==> src/rtl/mem_stage_if.sv <==
// mem_stage_if: the execute-side input, data-memory port and write-back output of the memory stage.
// Port summary: ex_* comes from execute; data_* is the req/gnt/rvalid memory port; wb_* goes to write-back.
// Modports: slave = the memory stage itself, master = the surrounding pipeline and memory.
interface mem_stage_if #(
  parameter int REG_AW = 5,
  parameter int DATA_W = 32
);
  logic              ex_valid;
  logic              ex_ready;
  logic [3:0]        ex_mem_op;
  logic [DATA_W-1:0] ex_alu_result;
  logic [DATA_W-1:0] ex_store_data;
  logic              ex_wreg;
  logic [REG_AW-1:0] ex_waddr;

  logic              data_req;
  logic              data_we;
  logic [3:0]        data_be;
  logic [DATA_W-1:0] data_addr;
  logic [DATA_W-1:0] data_wdata;
  logic              data_gnt;
  logic              data_rvalid;
  logic [DATA_W-1:0] data_rdata;

  logic              wb_valid;
  logic              wb_ready;
  logic              wb_wreg;
  logic [REG_AW-1:0] wb_waddr;
  logic [DATA_W-1:0] wb_wdata;
  logic              wb_exc;

  modport slave (
    input  ex_valid, ex_mem_op, ex_alu_result, ex_store_data, ex_wreg, ex_waddr,
    output ex_ready,
    output data_req, data_we, data_be, data_addr, data_wdata,
    input  data_gnt, data_rvalid, data_rdata,
    output wb_valid, wb_wreg, wb_waddr, wb_wdata, wb_exc,
    input  wb_ready
  );

  modport master (
    output ex_valid, ex_mem_op, ex_alu_result, ex_store_data, ex_wreg, ex_waddr,
    input  ex_ready,
    input  data_req, data_we, data_be, data_addr, data_wdata,
    output data_gnt, data_rvalid, data_rdata,
    input  wb_valid, wb_wreg, wb_waddr, wb_wdata, wb_exc,
    output wb_ready
  );
endinterface

==> src/rtl/mem_stage.sv <==
// mem_stage: memory-access stage; LB/LBU/LH/LHU/LW/SB/SH/SW over req/gnt/rvalid, misalignment flagging.
// Latency: non-memory/misaligned ops 1 cycle (1/cycle throughput); aligned access 3 cycles min (gnt t+1, rvalid t+2).
// Backpressure: ex_ready only in IDLE with a free wb slot; wb_* held until wb_ready; a late result parks in HOLD.
// Ports: clk, rst (sync, active-low), bus (mem_stage_if.slave).
module mem_stage #(
  parameter int REG_AW = 5,
  parameter int DATA_W = 32
) (
  input logic        clk,
  input logic        rst,
  mem_stage_if.slave bus
);

  localparam logic [3:0] OP_LB  = 4'b0001;
  localparam logic [3:0] OP_LBU = 4'b0010;
  localparam logic [3:0] OP_LH  = 4'b0011;
  localparam logic [3:0] OP_LHU = 4'b0100;
  localparam logic [3:0] OP_LW  = 4'b0101;
  localparam logic [3:0] OP_SB  = 4'b1001;
  localparam logic [3:0] OP_SH  = 4'b1010;
  localparam logic [3:0] OP_SW  = 4'b1011;

  typedef enum logic [1:0] {IDLE, REQ, WAIT, HOLD} state_t;

  state_t            state_q;
  logic [3:0]        op_q;
  logic [DATA_W-1:0] addr_q;
  logic              wreg_q;
  logic [REG_AW-1:0] waddr_q;
  logic [DATA_W-1:0] hold_q;

  logic              data_req_q, data_we_q;
  logic [3:0]        data_be_q;
  logic [DATA_W-1:0] data_addr_q, data_wdata_q;
  logic              wb_valid_q, wb_wreg_q, wb_exc_q;
  logic [REG_AW-1:0] wb_waddr_q;
  logic [DATA_W-1:0] wb_wdata_q;

  assign bus.data_req   = data_req_q;
  assign bus.data_we    = data_we_q;
  assign bus.data_be    = data_be_q;
  assign bus.data_addr  = data_addr_q;
  assign bus.data_wdata = data_wdata_q;
  assign bus.wb_valid   = wb_valid_q;
  assign bus.wb_wreg    = wb_wreg_q;
  assign bus.wb_waddr   = wb_waddr_q;
  assign bus.wb_wdata   = wb_wdata_q;
  assign bus.wb_exc     = wb_exc_q;

  logic slot_free, ex_ready, ex_fire;
  assign slot_free    = !wb_valid_q || bus.wb_ready;
  assign ex_ready     = (state_q == IDLE) && slot_free;
  assign bus.ex_ready = ex_ready;
  assign ex_fire      = bus.ex_valid && ex_ready;

  // Decode of the incoming op; unknown codes fall through as "no memory access".
  logic ex_load, ex_store, ex_half, ex_word, ex_misal;
  always_comb begin
    ex_load  = 1'b0;
    ex_store = 1'b0;
    ex_half  = 1'b0;
    ex_word  = 1'b0;
    case (bus.ex_mem_op)
      OP_LB, OP_LBU: ex_load = 1'b1;
      OP_LH, OP_LHU: begin ex_load = 1'b1; ex_half = 1'b1; end
      OP_LW:         begin ex_load = 1'b1; ex_word = 1'b1; end
      OP_SB:         ex_store = 1'b1;
      OP_SH:         begin ex_store = 1'b1; ex_half = 1'b1; end
      OP_SW:         begin ex_store = 1'b1; ex_word = 1'b1; end
      default:       ;
    endcase
    ex_misal = (ex_half && bus.ex_alu_result[0]) ||
               (ex_word && (bus.ex_alu_result[1:0] != 2'b00));
  end

  // Byte enables and lane-replicated write data for the request about to be issued.
  logic [3:0]        be_d;
  logic [DATA_W-1:0] wdata_d;
  always_comb begin
    be_d    = 4'b1111;
    wdata_d = '0;
    if (ex_store) begin
      if (ex_word) begin
        wdata_d = bus.ex_store_data;
      end else if (ex_half) begin
        be_d    = bus.ex_alu_result[1] ? 4'b1100 : 4'b0011;
        wdata_d = {2{bus.ex_store_data[15:0]}};
      end else begin
        be_d    = 4'b0001 << bus.ex_alu_result[1:0];
        wdata_d = {4{bus.ex_store_data[7:0]}};
      end
    end
  end

  // Result of the outstanding access once its response arrives.
  logic [7:0]        rbyte;
  logic [15:0]       rhalf;
  logic [DATA_W-1:0] result_d;
  logic              res_wreg_d;
  always_comb begin
    rbyte = bus.data_rdata[8*addr_q[1:0] +: 8];
    rhalf = bus.data_rdata[16*addr_q[1] +: 16];
    case (op_q)
      OP_LB:   result_d = {{24{rbyte[7]}}, rbyte};
      OP_LBU:  result_d = {24'd0, rbyte};
      OP_LH:   result_d = {{16{rhalf[15]}}, rhalf};
      OP_LHU:  result_d = {16'd0, rhalf};
      OP_LW:   result_d = bus.data_rdata;
      default: result_d = addr_q;  // stores report their address; wreg is forced low anyway
    endcase
    // Only loads are captured with op_q[3]=0, so that bit alone separates loads from stores.
    res_wreg_d = wreg_q && !op_q[3];
  end

  always_ff @(posedge clk) begin
    if (!rst) begin
      state_q      <= IDLE;
      op_q         <= '0;
      addr_q       <= '0;
      wreg_q       <= 1'b0;
      waddr_q      <= '0;
      hold_q       <= '0;
      data_req_q   <= 1'b0;
      data_we_q    <= 1'b0;
      data_be_q    <= '0;
      data_addr_q  <= '0;
      data_wdata_q <= '0;
      wb_valid_q   <= 1'b0;
      wb_wreg_q    <= 1'b0;
      wb_waddr_q   <= '0;
      wb_wdata_q   <= '0;
      wb_exc_q     <= 1'b0;
    end else begin
      // Consumed result retires; a load below in the same cycle overrides this.
      if (wb_valid_q && bus.wb_ready) wb_valid_q <= 1'b0;

      case (state_q)
        IDLE: begin
          if (ex_fire) begin
            if (!ex_load && !ex_store) begin
              wb_valid_q <= 1'b1;
              wb_wdata_q <= bus.ex_alu_result;
              wb_wreg_q  <= bus.ex_wreg;
              wb_waddr_q <= bus.ex_waddr;
              wb_exc_q   <= 1'b0;
            end else if (ex_misal) begin
              wb_valid_q <= 1'b1;
              wb_wdata_q <= bus.ex_alu_result;
              wb_wreg_q  <= 1'b0;
              wb_waddr_q <= bus.ex_waddr;
              wb_exc_q   <= 1'b1;
            end else begin
              op_q         <= bus.ex_mem_op;
              addr_q       <= bus.ex_alu_result;
              wreg_q       <= bus.ex_wreg;
              waddr_q      <= bus.ex_waddr;
              data_req_q   <= 1'b1;
              data_we_q    <= ex_store;
              data_be_q    <= be_d;
              data_addr_q  <= {bus.ex_alu_result[DATA_W-1:2], 2'b00};
              data_wdata_q <= wdata_d;
              state_q      <= REQ;
            end
          end
        end
        REQ: begin
          if (bus.data_gnt) begin
            data_req_q <= 1'b0;
            state_q    <= WAIT;
          end
        end
        WAIT: begin
          if (bus.data_rvalid) begin
            if (slot_free) begin
              wb_valid_q <= 1'b1;
              wb_wdata_q <= result_d;
              wb_wreg_q  <= res_wreg_d;
              wb_waddr_q <= waddr_q;
              wb_exc_q   <= 1'b0;
              state_q    <= IDLE;
            end else begin
              hold_q  <= result_d;
              state_q <= HOLD;
            end
          end
        end
        HOLD: begin
          if (slot_free) begin
            wb_valid_q <= 1'b1;
            wb_wdata_q <= hold_q;
            wb_wreg_q  <= res_wreg_d;
            wb_waddr_q <= waddr_q;
            wb_exc_q   <= 1'b0;
            state_q    <= IDLE;
          end
        end
        default: state_q <= IDLE;
      endcase
    end
  end

endmodule

==> src/flat_wrapper.sv <==
// flat-port wrapper written by rule: the top's interface ports become plain ports
module mem_stage_flat 
#(
  parameter int REG_AW = 5,
  parameter int DATA_W = 32
)
  (clk, rst, bus_ex_valid, bus_ex_mem_op, bus_ex_alu_result, bus_ex_store_data, bus_ex_wreg, bus_ex_waddr, bus_ex_ready, bus_data_req, bus_data_we, bus_data_be, bus_data_addr, bus_data_wdata, bus_data_gnt, bus_data_rvalid, bus_data_rdata, bus_wb_valid, bus_wb_wreg, bus_wb_waddr, bus_wb_wdata, bus_wb_exc, bus_wb_ready);
  mem_stage_if #(.REG_AW(REG_AW), .DATA_W(DATA_W)) bus_i ();
  input logic clk;
  input logic rst;
  input wire logic [$bits(bus_i.ex_valid)-1:0] bus_ex_valid;
  input wire logic [$bits(bus_i.ex_mem_op)-1:0] bus_ex_mem_op;
  input wire logic [$bits(bus_i.ex_alu_result)-1:0] bus_ex_alu_result;
  input wire logic [$bits(bus_i.ex_store_data)-1:0] bus_ex_store_data;
  input wire logic [$bits(bus_i.ex_wreg)-1:0] bus_ex_wreg;
  input wire logic [$bits(bus_i.ex_waddr)-1:0] bus_ex_waddr;
  output wire logic [$bits(bus_i.ex_ready)-1:0] bus_ex_ready;
  output wire logic [$bits(bus_i.data_req)-1:0] bus_data_req;
  output wire logic [$bits(bus_i.data_we)-1:0] bus_data_we;
  output wire logic [$bits(bus_i.data_be)-1:0] bus_data_be;
  output wire logic [$bits(bus_i.data_addr)-1:0] bus_data_addr;
  output wire logic [$bits(bus_i.data_wdata)-1:0] bus_data_wdata;
  input wire logic [$bits(bus_i.data_gnt)-1:0] bus_data_gnt;
  input wire logic [$bits(bus_i.data_rvalid)-1:0] bus_data_rvalid;
  input wire logic [$bits(bus_i.data_rdata)-1:0] bus_data_rdata;
  output wire logic [$bits(bus_i.wb_valid)-1:0] bus_wb_valid;
  output wire logic [$bits(bus_i.wb_wreg)-1:0] bus_wb_wreg;
  output wire logic [$bits(bus_i.wb_waddr)-1:0] bus_wb_waddr;
  output wire logic [$bits(bus_i.wb_wdata)-1:0] bus_wb_wdata;
  output wire logic [$bits(bus_i.wb_exc)-1:0] bus_wb_exc;
  input wire logic [$bits(bus_i.wb_ready)-1:0] bus_wb_ready;
  assign bus_i.ex_valid = bus_ex_valid;
  assign bus_i.ex_mem_op = bus_ex_mem_op;
  assign bus_i.ex_alu_result = bus_ex_alu_result;
  assign bus_i.ex_store_data = bus_ex_store_data;
  assign bus_i.ex_wreg = bus_ex_wreg;
  assign bus_i.ex_waddr = bus_ex_waddr;
  assign bus_ex_ready = bus_i.ex_ready;
  assign bus_data_req = bus_i.data_req;
  assign bus_data_we = bus_i.data_we;
  assign bus_data_be = bus_i.data_be;
  assign bus_data_addr = bus_i.data_addr;
  assign bus_data_wdata = bus_i.data_wdata;
  assign bus_i.data_gnt = bus_data_gnt;
  assign bus_i.data_rvalid = bus_data_rvalid;
  assign bus_i.data_rdata = bus_data_rdata;
  assign bus_wb_valid = bus_i.wb_valid;
  assign bus_wb_wreg = bus_i.wb_wreg;
  assign bus_wb_waddr = bus_i.wb_waddr;
  assign bus_wb_wdata = bus_i.wb_wdata;
  assign bus_wb_exc = bus_i.wb_exc;
  assign bus_i.wb_ready = bus_wb_ready;
  mem_stage #(.REG_AW(REG_AW), .DATA_W(DATA_W)) u_core (.clk(clk), .rst(rst), .bus(bus_i));
endmodule
==> config.mk <==
export PLATFORM = sky130hd
export DESIGN_NAME = mem_stage_flat
export DESIGN_NICKNAME = d
export VERILOG_FILES = /design/src/rtl/mem_stage_if.sv /design/src/rtl/mem_stage.sv /design/src/flat_wrapper.sv
export SDC_FILE = /design/constraint.sdc
export NUM_CORES = 1
export LEC_CHECK = 0
export CAP_MARGIN = 0
export CORE_ASPECT_RATIO = 1.25
export CORE_MARGIN = 3
export CORE_UTILIZATION = 64
export CTS_CLUSTER_DIAMETER = 40
export CTS_CLUSTER_SIZE = 20
export DETAILED_ROUTE_END_ITERATION = 12
export DONT_BUFFER_PORTS = 1
export GPL_TIMING_DRIVEN = 0
export PLACE_DENSITY = 0.8
export SLEW_MARGIN = 20
export SYNTH_ARGS = -nofsm -noshare
export SYNTH_HDL_FRONTEND = slang
export SYNTH_SLANG_ARGS = --single-unit
==> constraint.sdc <==
create_clock -name clk -period 2.4 [get_ports clk]
set_clock_uncertainty 0.05 [all_clocks]
set_input_delay 0.48 -clock clk [delete_from_list [all_inputs] [get_ports clk]]
set_output_delay 0.48 -clock clk [all_outputs]
set_load 0.02 [all_outputs]
==> results of run 1 <==
layout make-up:
cell class / instances / area share (%)
inverters: 10 / 0.400
plain buffers: 142 / 8.18
well taps: 168 / 2.24
flip-flops and latches: 154 / 32.8
multi-input cells: 691 / 49.8
clock buffers: 18 / 4.57
clock inverters: 14 / 1.96
path summary, 6_finish.rpt:
path	start	to	slack, ns	depth (start not counted)
min reg2reg	u_core.hold_q[30]	u_core.hold_q[30]	0.40	2
min	bus_ex_alu_result[2]	u_core.addr_q[2]	0.13	2
max	u_core.state_q[1]	u_core.bus.wb_wdata[5]	0.06	8
max reg2reg	u_core.state_q[1]	u_core.bus.wb_wdata[5]	0.06	8
sequential cells by signal (all words and copies together), names as in the netlist, 2 cells and up:
register	cells
u_core.bus.wb_waddr	5
u_core.bus.wb_wdata	32
u_core.bus.data_wdata	32
u_core.waddr_q	5
u_core.bus.data_be	4
u_core.op_q	4
u_core.addr_q	31
u_core.hold_q	32
u_core.state_q	2
per-layer routing:
metal	track usage [%]	vias to the layer above	wire length, um
li1	-	3795	-
met1	46.5	3984	10700
met4	20.3	0	1410
met3	12.1	105	3520
met2	64.2	599	14200
met5	0	-	0
critical path: stages (launching register included):
cell,delay (ns)
dfxtp_1,0.30
buf_2,0.19
nor2_1,0.25
nand3_4,0.26
a211oi_4,0.38
or2_1,0.18
buf_4,0.24
buf_6,0.22
a311oi_2,0.12
cell usage in the layout (no fill, tap or decap), types with 35 or more instances in the layout:
master    synthesis  final
dfxtp_1         154    154
a21oi_1         138    138
o21ai_0          84     84
clkbuf_1         64     60
o221ai_1         49     49
nand3_1          45     44
nor3_1           44     42
buf_4            41     41
nand2_1          36     36
and3_1           35     35
repair_timing:
item / 4_1_cts / 5_1_grt
cloned: 0 / 0
setup endpoints to repair: 40 / 50
gates resized for setup: 6 / 9
pin swaps: 0 / 1
kinds of logic after synthesis:
family | after synthesis | synth area share, %
xor gates and xnor gates | 1 | 0.191
muxes | 39 | 5.62
other | 1 | 0.0440
and+or+nand+nor | 254 | 16.5
DFF | 154 | 36.2
AOI/OAI and AO/OA | 395 | 32.1
buffers and inverters | 152 | 9.38
through the flow:
step / power, mW / setup WS, ns
after detailed placement: 4.15 / -0.298
final: 7.01 / 0.0650
after global routing: 7.17 / 0.0263
after global placement: 4.13 / -0.255
after CTS: 6.94 / -0.00523
after floorplan: 3.84 / 0.388
power by group through the flow:
stage	registers [mW]	clock network (mW)	logic (mW)
detailed placement	3.01	0	1.14
CTS	2.95	2.83	1.16
floorplan	2.97	0	0.868
global route	2.97	2.94	1.27
finish	2.95	2.86	1.20
global placement	3.01	0	1.12
==> metrics.yaml, run 1 <==
synthesis:
  ys.flop_type: "dfxtp_1"
  synth_area_leaders: "dfxtp_1 36%, a21oi_1 8.1%, o221ai_1 5.0%, o21ai_0 4.9%, a311oi_2 4.2%"
  synth_top_area_cell: "dfxtp_1"
  synth_top_area_share_pct: 36.2
  synth-seq-area-share_pct: 36.2
  yosysWarnings: 0
  synth_cells: 996
  ys_ff_latch: 154
  netlist_area_um2: 8520
  synth_common_cells: "154 x dfxtp_1, 138 x a21oi_1, 84 x o21ai_0, 64 x clkbuf_1, 49 x o221ai_1"
  synth_enable_flop_cells: 0
  syn_avg_cell_area_um2: 8.55
  yosys.cell_types.count: 67
  post-synth-top-count-cell: "dfxtp_1"
  async_reset_ff_share_pct: 0
sta:
  hold_ws_ns: 0.133
  setup_tns_ns: 0
  slew_headroom_pct: 44.2
  finalCriticalPeriod_ns: 2.34
  slew_viol_final: 0
  fmax_ghz: 0.428
  finalSetupViolCount: 0
  timing.final.hold_violations: 0
  fin_crit_sh_pct: 97.3
  grt_setup_unrepaired: "no"
  tightest_slew_ns: 0.837
clock_network:
  postCtsHoldBufs: 0
  clk_latency_ns: 0.43
  htree_levels: 4
  cts_tree: "done"
  cts.sinks: 154
  cts_inserted_buffers: 17
  root_buffer: "clkbuf_16"
  clock_path_buffers: 2
  post_cts_buffers: 0
  path_clk_slew_ns: 0.07
worst_hold_path:
  hp-class: "in -> reg"
final_layout:
  final_cells: 1197
  nFillCells: 1008
  diodes: 0
  nNetsFinal: 1128
  post-route-util_pct: 73.2
  drive_above_1_share_pct: 17.7
  design_area_um2: 9390
  multiInputGateArea_um2: 4680
  seq_area_um2: 3080
  syn2layout_area_growth_pct: 10.2
die:
  die_x_um: 109
  io_pins: 223
  dieArea_um2: 14700
  core_um2: 12800
  die_h_um: 135
  initial_core_util_pct: 66.4
  rows: 46
power:
  clkPwrFrac_pct: 40.8
  ir_worst_vdd_uv: 437
  pwr_density_cell_nw_per_um2: 747
  intPower_mw: 4.77
  power_frac_comb_pct: 17.1
  power.leakage_nw: 3.32
  pwr-share-seq_pct: 42.1
  power.switching_mw: 2.24
  p_sw_share_pct: 31.9
worst_setup_path:
  crit_required_ns: 2.63
  crit_type: "reg -> reg"
  worst_ep_arrival_time_ns: 2.56
  crit_path_end_kind: "register"
  path_max_fanout: 10
  cp-start-kind: "register"
global_routing:
  grt_pass1_wl_um: 44900
  grt.overflow.total: 0
  antenna_found_initial: 0
  grt_pass1_vias: 8250
  grt_max_degree: 17
  globalRouteTotalUtil_pct: 39.5
placed_design:
  gp_congestion: 1.02
  io_buffers: 0
  place_area_um2: 8730
  dpl.hpwl_um: 21600
  dp.cells: 1165
status:
  status: "finished, final reports clean"
drt:
  ant_nets: 0
  remaining_drc_errors: 0
  wl_um: 29800
  first_pass_iters: 5
  drt_iter0_markers: 854
  routed-via-count: 8483
  routedWlPerCell_um: 24.9
  vias_per_cell: 7.09
job:
  drv_cap: 0
Note: power is estimated with default switching activity, not from simulation.
==> run 2: changes to the inputs <==
--- a/config.mk
+++ b/config.mk
@@ -9,11 +9,13 @@
 export CORE_ASPECT_RATIO = 1.25
 export CORE_MARGIN = 3
 export CORE_UTILIZATION = 64
+export CTS_BUF_LIST = sky130_fd_sc_hd__clkbuf_16
 export CTS_CLUSTER_DIAMETER = 40
 export CTS_CLUSTER_SIZE = 20
 export DETAILED_ROUTE_END_ITERATION = 12
 export DONT_BUFFER_PORTS = 1
 export GPL_TIMING_DRIVEN = 0
+export MAX_ROUTING_LAYER = met4
 export PLACE_DENSITY = 0.8
 export SLEW_MARGIN = 20
 export SYNTH_ARGS = -nofsm -noshare
==> constraint.sdc (replaced) <==
create_clock -name clk -period 2.4 [get_ports clk]
set_clock_uncertainty 0.05 [all_clocks]
set_input_delay 0.36 -clock clk [delete_from_list [all_inputs] [get_ports clk]]
set_output_delay 0.36 -clock clk [all_outputs]
set_load 0.02 [all_outputs]
==> metrics.yaml, run 2 (same netlist as run 1, synthesis figures left out) <==
clock_network:
  path_clk_slew_ns: 0.07  # about the same
  cts_tree: "done"
  clock_path_buffers: 2  # unchanged
  clk_latency_ns: 0.44  # about the same
  cts.sinks: 154  # unchanged
  root_buffer: "clkbuf_16"
  post_cts_buffers: 0  # unchanged
  htree_levels: 4  # unchanged
  cts_inserted_buffers: 17  # unchanged
global_routing:
  grt_max_degree: 17  # unchanged
  antenna_found_initial: 0  # unchanged
  grt.overflow.total: 0  # unchanged
  globalRouteTotalUtil_pct: 41.3  # +1.9 points
  grt_pass1_wl_um: 45600  # +1.6%
  grt_pass1_vias: 8375  # +1.5%
die:
  die_h_um: 135  # unchanged
  initial_core_util_pct: 66.4  # unchanged
  dieArea_um2: 14700  # unchanged
  die_x_um: 109  # unchanged
  io_pins: 223  # unchanged
  rows: 46  # unchanged
  core_um2: 12800  # unchanged
worst_setup_path:
  worst_ep_arrival_time_ns: 2.72  # +0.16 ns
  cpPeakStageDelay_ns: 0.47  # +0.09 ns
  path_max_fanout: 10  # unchanged
  crit_family: "simple AND/OR/NAND/NOR gates"
  cp_cell_sequence: "buf_2, nor2_1, nand3_2, a211oi_4, or2_1, buf_4, buf_6, a311oi_2"
  cp-start-kind: "register"
  crit_buf_inv: 3  # unchanged
  crit_required_ns: 2.63  # about the same
  crit_path_end_kind: "register"
  crit_path_top_delay_cell: "a211oi_4"
  crit_type: "reg -> reg"
status:
  status: "finished with violations"
  violations: "setup timing"
power:
  power.leakage_nw: 3.28  # -1.1%
  ir_worst_vdd_uv: 463  # +5.9%
  pwr-share-seq_pct: 43.6  # +1.5 points
  power.switching_mw: 2.22  # -0.80%
  intPower_mw: 4.55  # -4.7%
  clkPwrFrac_pct: 38.8  # -2.0 points
  pwr_density_cell_nw_per_um2: 726  # -2.7%
  p_sw_share_pct: 32.8  # +0.88 points
  power_frac_comb_pct: 17.6  # +0.5 points
drt:
  drt_iter0_markers: 1010  # +18%
  ant_nets: 0  # unchanged
  vias_per_cell: 7.18  # +1.3%
  routed-via-count: 8580  # +1.1%
  routedWlPerCell_um: 25.1  # +0.75%
  remaining_drc_errors: 0  # unchanged
  wl_um: 30000  # +0.58%
  first_pass_iters: 9  # +4
sta:
  finalSetupViolCount: 20  # +20
  setup_ws_ns: -0.0901  # -0.155 ns
  slew_viol_final: 0  # unchanged
  grt_setup_unrepaired: "yes"
  finalCriticalPeriod_ns: 2.49  # +0.155 ns
  timing.final.hold_violations: 0  # unchanged
  fmax_ghz: 0.402  # -6.2%
  fin_crit_sh_pct: 104  # +6.5 points
  tightest_slew_ns: 0.802  # -0.0352 ns
  slew_headroom_pct: 46.5  # +2.3 points
placed_design:
  gp_congestion: 1.03  # +0.63%
  io_buffers: 0  # unchanged
  dpl.hpwl_um: 21700  # +0.61%
  dp_slack_ns: -0.273  # +0.0252 ns
  dp.cells: 1165  # unchanged
  place_area_um2: 8730  # unchanged
final_layout:
  final_cells: 1195  # -0.17%
  drive_above_1_share_pct: 17.5  # -0.16 points
  diodes: 0  # unchanged
  design_area_um2: 9320  # -0.75%
  final_cell_mix: "154 x dfxtp_1, 138 x a21oi_1, 84 x o21ai_0, 60 x clkbuf_1, 49 x o221ai_1"
  nNetsFinal: 1126  # -0.18%
  final_common_cell: "dfxtp_1"
  syn2layout_area_growth_pct: 9.41
  post-route-util_pct: 72.6  # -0.55 points
job:
  drv_cap: 0  # unchanged
worst_hold_path:
  hp-class: "in -> reg"
[run 2: cell types whose count changed in the layout (fill, tap and decap cells not counted)]
cell	before	now
inv_1	9	10
nor3_2	5	6
bufinv_16	3	1
inv_8	2	1
and3_1	35	34
clkbuf_2	7	4
clkinv_4	0	2
clkinvlp_4	3	4
and3_2	0	1
nor3_4	1	0
nand3_2	0	1
nand3_4	1	0
[run 2: through the flow]
stage / power (mW) / setup TNS, ns / hold WS (ns)
after floorplan: 3.84 / 0 / 0.377
after global placement: 4.13 / -6.43 / 0.383
after detailed placement: 4.15 / -7.46 / 0.391
after CTS: 6.71 / 0 / 0.00908
after global routing: 6.95 / -1.26 / 0.0223
final: 6.77 / -1.54 / 0.0127
[run 2: repair_timing]
action | CTS | global route
endpoints found under the setup margin | 40 | 52
resized for setup | 4 | 5
cloned | 0 | 0
hold buffers | 0 | 0
[run 2: cell type report]
| class | instances | area (um^2) |
|---|---|---|
| inverter | 10 | 37.5 |
| tap | 168 | 210 |
| multi-input combinational | 691 | 4670 |
| buffer | 140 | 757 |
| sequential | 154 | 3080 |
| clock inverter | 15 | 141 |
| fill | 1008 | 3510 |
| clock buffer | 17 | 425 |
[run 2: worst paths after layout]
| kind | slack, ns | endpoint | from | cells after the start |
|---|---|---|---|---|
| worst max-delay path | -0.09 | u_core.bus.wb_wdata[7] | u_core.state_q[1] | 8 |
| worst max register to register | -0.09 | u_core.bus.wb_wdata[7] | u_core.state_q[1] | 8 |
| worst min register to register | 0.40 | u_core.hold_q[16] | u_core.hold_q[16] | 2 |
| worst min-delay path | 0.01 | u_core.addr_q[5] | bus_ex_alu_result[5] | 2 |
[run 2: power groups by stage]
stage	Sequential, mW	Combinational [mW]	Clock, mW
after floorplan	2.97	0.868	0
after global placement	3.00	1.12	0
after detailed placement	3.01	1.15	0
after CTS	2.95	1.16	2.60
after global routing	2.97	1.27	2.70
final	2.95	1.19	2.63
[run 2: layer usage]
metal  vias to the layer above  share of wire, %  global-route usage [%]  wire, um
li1                       3785                 -                       -         -
met4                         0               5.5                    24.5      1650
met3                       130                12                    11.2      3530
met2                       635                47                    63.3     14200
met1                      4030                35                    48.3     10600
met5                         -                 0                       -         0
[run 2: worst register-to-register path: cells and delay by family, from the launching register on]
family	cells	cell delay, ns
AO/OA/AOI/OAI	2	0.58
flip-flops	1	0.29
AND/OR/NAND/NOR	3	0.78
buffers and inverters	3	0.64
==> run 3: changes to the inputs <==
--- a/config.mk
+++ b/config.mk
@@ -5,7 +5,7 @@
 export SDC_FILE = /design/constraint.sdc
 export NUM_CORES = 1
 export LEC_CHECK = 0
-export CAP_MARGIN = 0
+export ABC_AREA = 1
 export CORE_ASPECT_RATIO = 1.25
 export CORE_MARGIN = 3
 export CORE_UTILIZATION = 64
==> metrics.yaml, run 3 <==
synthesis:
  yosysWarnings: 0  # unchanged
  ys_ff_latch: 154  # unchanged
  synth_top_area_cell: "dfxtp_1"
  netlist_area_um2: 8610  # +1.0%
  synth_enable_flop_cells: 0  # unchanged
  synth_common_cells: "411 x nand2_1, 201 x inv_1, 154 x dfxtp_1, 125 x a21oi_1, 88 x o21ai_0"
  yosys.cell_types.count: 33  # -51%
  synth_cells: 1377  # +38%
  async_reset_ff_share_pct: 0  # unchanged
  syn_avg_cell_area_um2: 6.25  # -27%
  synth_top_area_share_pct: 35.8  # -0.36 points
  synth_area_leaders: "dfxtp_1 36%, nand2_1 18%, inv_1 8.8%, a21oi_1 7.3%, o21ai_0 5.1%"
  synth-seq-area-share_pct: 35.8  # -0.36 points
  post-synth-top-count-cell: "nand2_1"
  ys.flop_type: "dfxtp_1"
worst_setup_path:
  crit_required_ns: 2.69  # +0.06 ns
  crit_path_end_kind: "register"
  r2r_end: "u_core.bus.wb_wdata[3]"
  ff2ff_path_depth: 14  # +6
  crit_path_top_delay_cell: "clkbuf_1"
  cp-start-kind: "register"
  cpMostUsedCell: "nand2_1"
  worst_ep_arrival_time_ns: 2.57  # -0.15 ns
  crit_type: "reg -> reg"
  ff2ff_setup_slack_ns: 0.12  # +0.21 ns
  r2r-start: "u_core.addr_q[0]"
  cpPeakStageDelay_ns: 0.43  # -0.04 ns
  path_max_fanout: 10  # unchanged
  cp_cell_sequence: "clkbuf_1, inv_1, clkbuf_1, nand2_1, nand3_1, nand2_1, nand2_1, nand2_1, inv_1, nand3_1, nand2_1, nand3_1, nand2_1, inv_1"
final_layout:
  syn2layout_area_growth_pct: 9.61
  nNetsFinal: 1509  # +34%
  final_cell_mix: "411 x nand2_1, 201 x inv_1, 154 x dfxtp_1, 125 x a21oi_1, 88 x o21ai_0"
  design_area_um2: 9430  # +1.2%
  diodes: 0  # unchanged
  drive_above_1_share_pct: 9.08  # -8.4 points
  nFillCells: 1169  # +16%
  final_common_cell: "nand2_1"
  final_cells: 1578  # +32%
power:
  clkPwrFrac_pct: 27.5  # -11 points
  pwr-share-seq_pct: 38.2  # -5.4 points
  power_frac_comb_pct: 34.3  # +17 points
  ir_worst_vdd_uv: 589  # +27%
  pwr_density_cell_nw_per_um2: 1070  # +48%
  power.leakage_nw: 4.51  # +37%
  intPower_mw: 5.71  # +25%
  power.switching_mw: 4.42  # +99%
  p_sw_share_pct: 43.6  # +11 points
worst_hold_path:
  min_from: "bus_ex_alu_result[7]"
  min_to: "u_core.addr_q[7]"
  holdPathStages: 2  # unchanged
  hp-class: "in -> reg"
placed_design:
  io_buffers: 0  # unchanged
  place_area_um2: 8820  # +0.99%
  gp_congestion: 1.02  # -0.98%
  dpl.hpwl_um: 21200  # -2.4%
  dp_slack_ns: 0.158  # +0.430 ns
  dp.cells: 1546  # +33%
global_routing:
  grt_pass1_vias: 8313  # -0.74%
  grt.overflow.total: 0  # unchanged
  grt_pass1_wl_um: 42500  # -6.8%
  globalRouteTotalUtil_pct: 38.2  # -3.1 points
  grt_max_degree: 17  # unchanged
  antenna_found_initial: 0  # unchanged
drt:
  remaining_drc_errors: 0  # unchanged
  routed-via-count: 8875  # +3.4%
  wl_um: 27900  # -6.8%
  routedWlPerCell_um: 17.7  # -29%
  vias_per_cell: 5.62  # -22%
  first_pass_iters: 5  # -4
  ant_nets: 0  # unchanged
  drt_iter0_markers: 801  # -21%
die:
  core_um2: 12900  # +0.90%
  io_pins: 223  # unchanged
  initial_core_util_pct: 66.5  # +0.077 points
  dieArea_um2: 14900  # +0.96%
  die_h_um: 136  # +0.48%
  rows: 46  # unchanged
  die_x_um: 110  # +0.48%
sta:
  slew_viol_final: 0  # unchanged
  finalCriticalPeriod_ns: 2.28  # -0.213 ns
  tightest_slew_ns: 0.695  # -0.107 ns
  finalSetupViolCount: 0  # -100%
  setup_tns_ns: 0  # +1.54 ns
  fmax_ghz: 0.439  # +9.3%
  setup_ws_ns: 0.122  # +0.213 ns
  fin_crit_sh_pct: 94.9  # -8.9 points
  grt_setup_unrepaired: "no"
  slew_headroom_pct: 53.7  # +7.2 points
  timing.final.hold_violations: 0  # unchanged
  hold_ws_ns: 0.0270  # +0.0144 ns
clock_network:
  clock_path_buffers: 2  # unchanged
  cts.sinks: 154  # unchanged
  clk_latency_ns: 0.44  # about the same
  cts_tree: "done"
  cts_inserted_buffers: 17  # unchanged
  path_clk_slew_ns: 0.07  # about the same
  htree_levels: 4  # unchanged
  root_buffer: "clkbuf_16"
status:
  status: "finished, final reports clean"
job:
  drv_cap: 0  # unchanged
run 3: critical path: cells and delay by family (launching register included):
family / cells / cell delay [ns]
simple gates: 9 / 0.85
buf+inv: 5 / 0.98
flops: 1 / 0.29
run 3: cell type report:
cell class / instances / area [um^2] / share of cell area (%)
flip-flops and latches: 154 / 3080 / 32.7
plain buffers: 116 / 629 / 6.67
multi-input cells: 900 / 4130 / 43.7
clock inverters: 15 / 180 / 1.91
inverters: 208 / 781 / 8.28
well taps: 168 / 210 / 2.23
clock buffers: 17 / 425 / 4.51
run 3: how the worst max path moves through the flow:
stage | start | end | slack [ns] | cells past startpoint
floorplan | u_core.state_q[1] | u_core.bus.data_wdata[10] | 0.74 | 10
global placement | u_core.bus.wb_valid | u_core.hold_q[3] | 0.18 | 7
detailed placement | u_core.bus.wb_valid | u_core.hold_q[3] | 0.16 | 7
CTS | u_core.bus.wb_valid | u_core.hold_q[9] | 0.09 | 6
global route | u_core.addr_q[0] | u_core.bus.wb_wdata[3] | 0.02 | 14
finish | u_core.addr_q[0] | u_core.bus.wb_wdata[3] | 0.12 | 14
run 3: logic make-up (layout without fill, tap and decap cells):
logic type      Yosys count  count (layout)  synth area share [%]
other cells               1               2                0.0436
simple gates            646             646                  31.8
compound gates          252             252                  16.0
buf+inv                 324             356                  16.4
flops                   154             154                  35.8
run 3: repair_timing:
item,in CTS,in global routing
hold buffers,0,0
setup endpoints to repair,0,25
resized for setup,0,2
buffers inserted,0,0
run 3: stage by stage:
stage,utilization (%),total power [mW]
final,72.9,10.1
after global placement,68.1,7.23
after CTS,72.8,10.0
after detailed placement,68.1,7.28
after global routing,72.9,10.7
after floorplan,-,6.37
run 3: power by group through the flow:
stage / Clock, mW / Combinational (mW) / Sequential, mW
finish: 2.78 / 3.47 / 3.86
CTS: 2.77 / 3.41 / 3.87
floorplan: 0 / 2.56 / 3.81
global route: 2.90 / 3.86 / 3.92
detailed placement: 0 / 3.36 / 3.92
global placement: 0 / 3.32 / 3.91
run 3: per-layer routing:
metal | vias up | share of wire (%) | GRT usage [%]
li1 | 4340 | - | -
met2 | 441 | 50 | 64.5
met3 | 94 | 9.6 | 10.8
met4 | 0 | 4.4 | 20.4
met1 | 4000 | 36 | 40.0
met5 | - | 0 | -
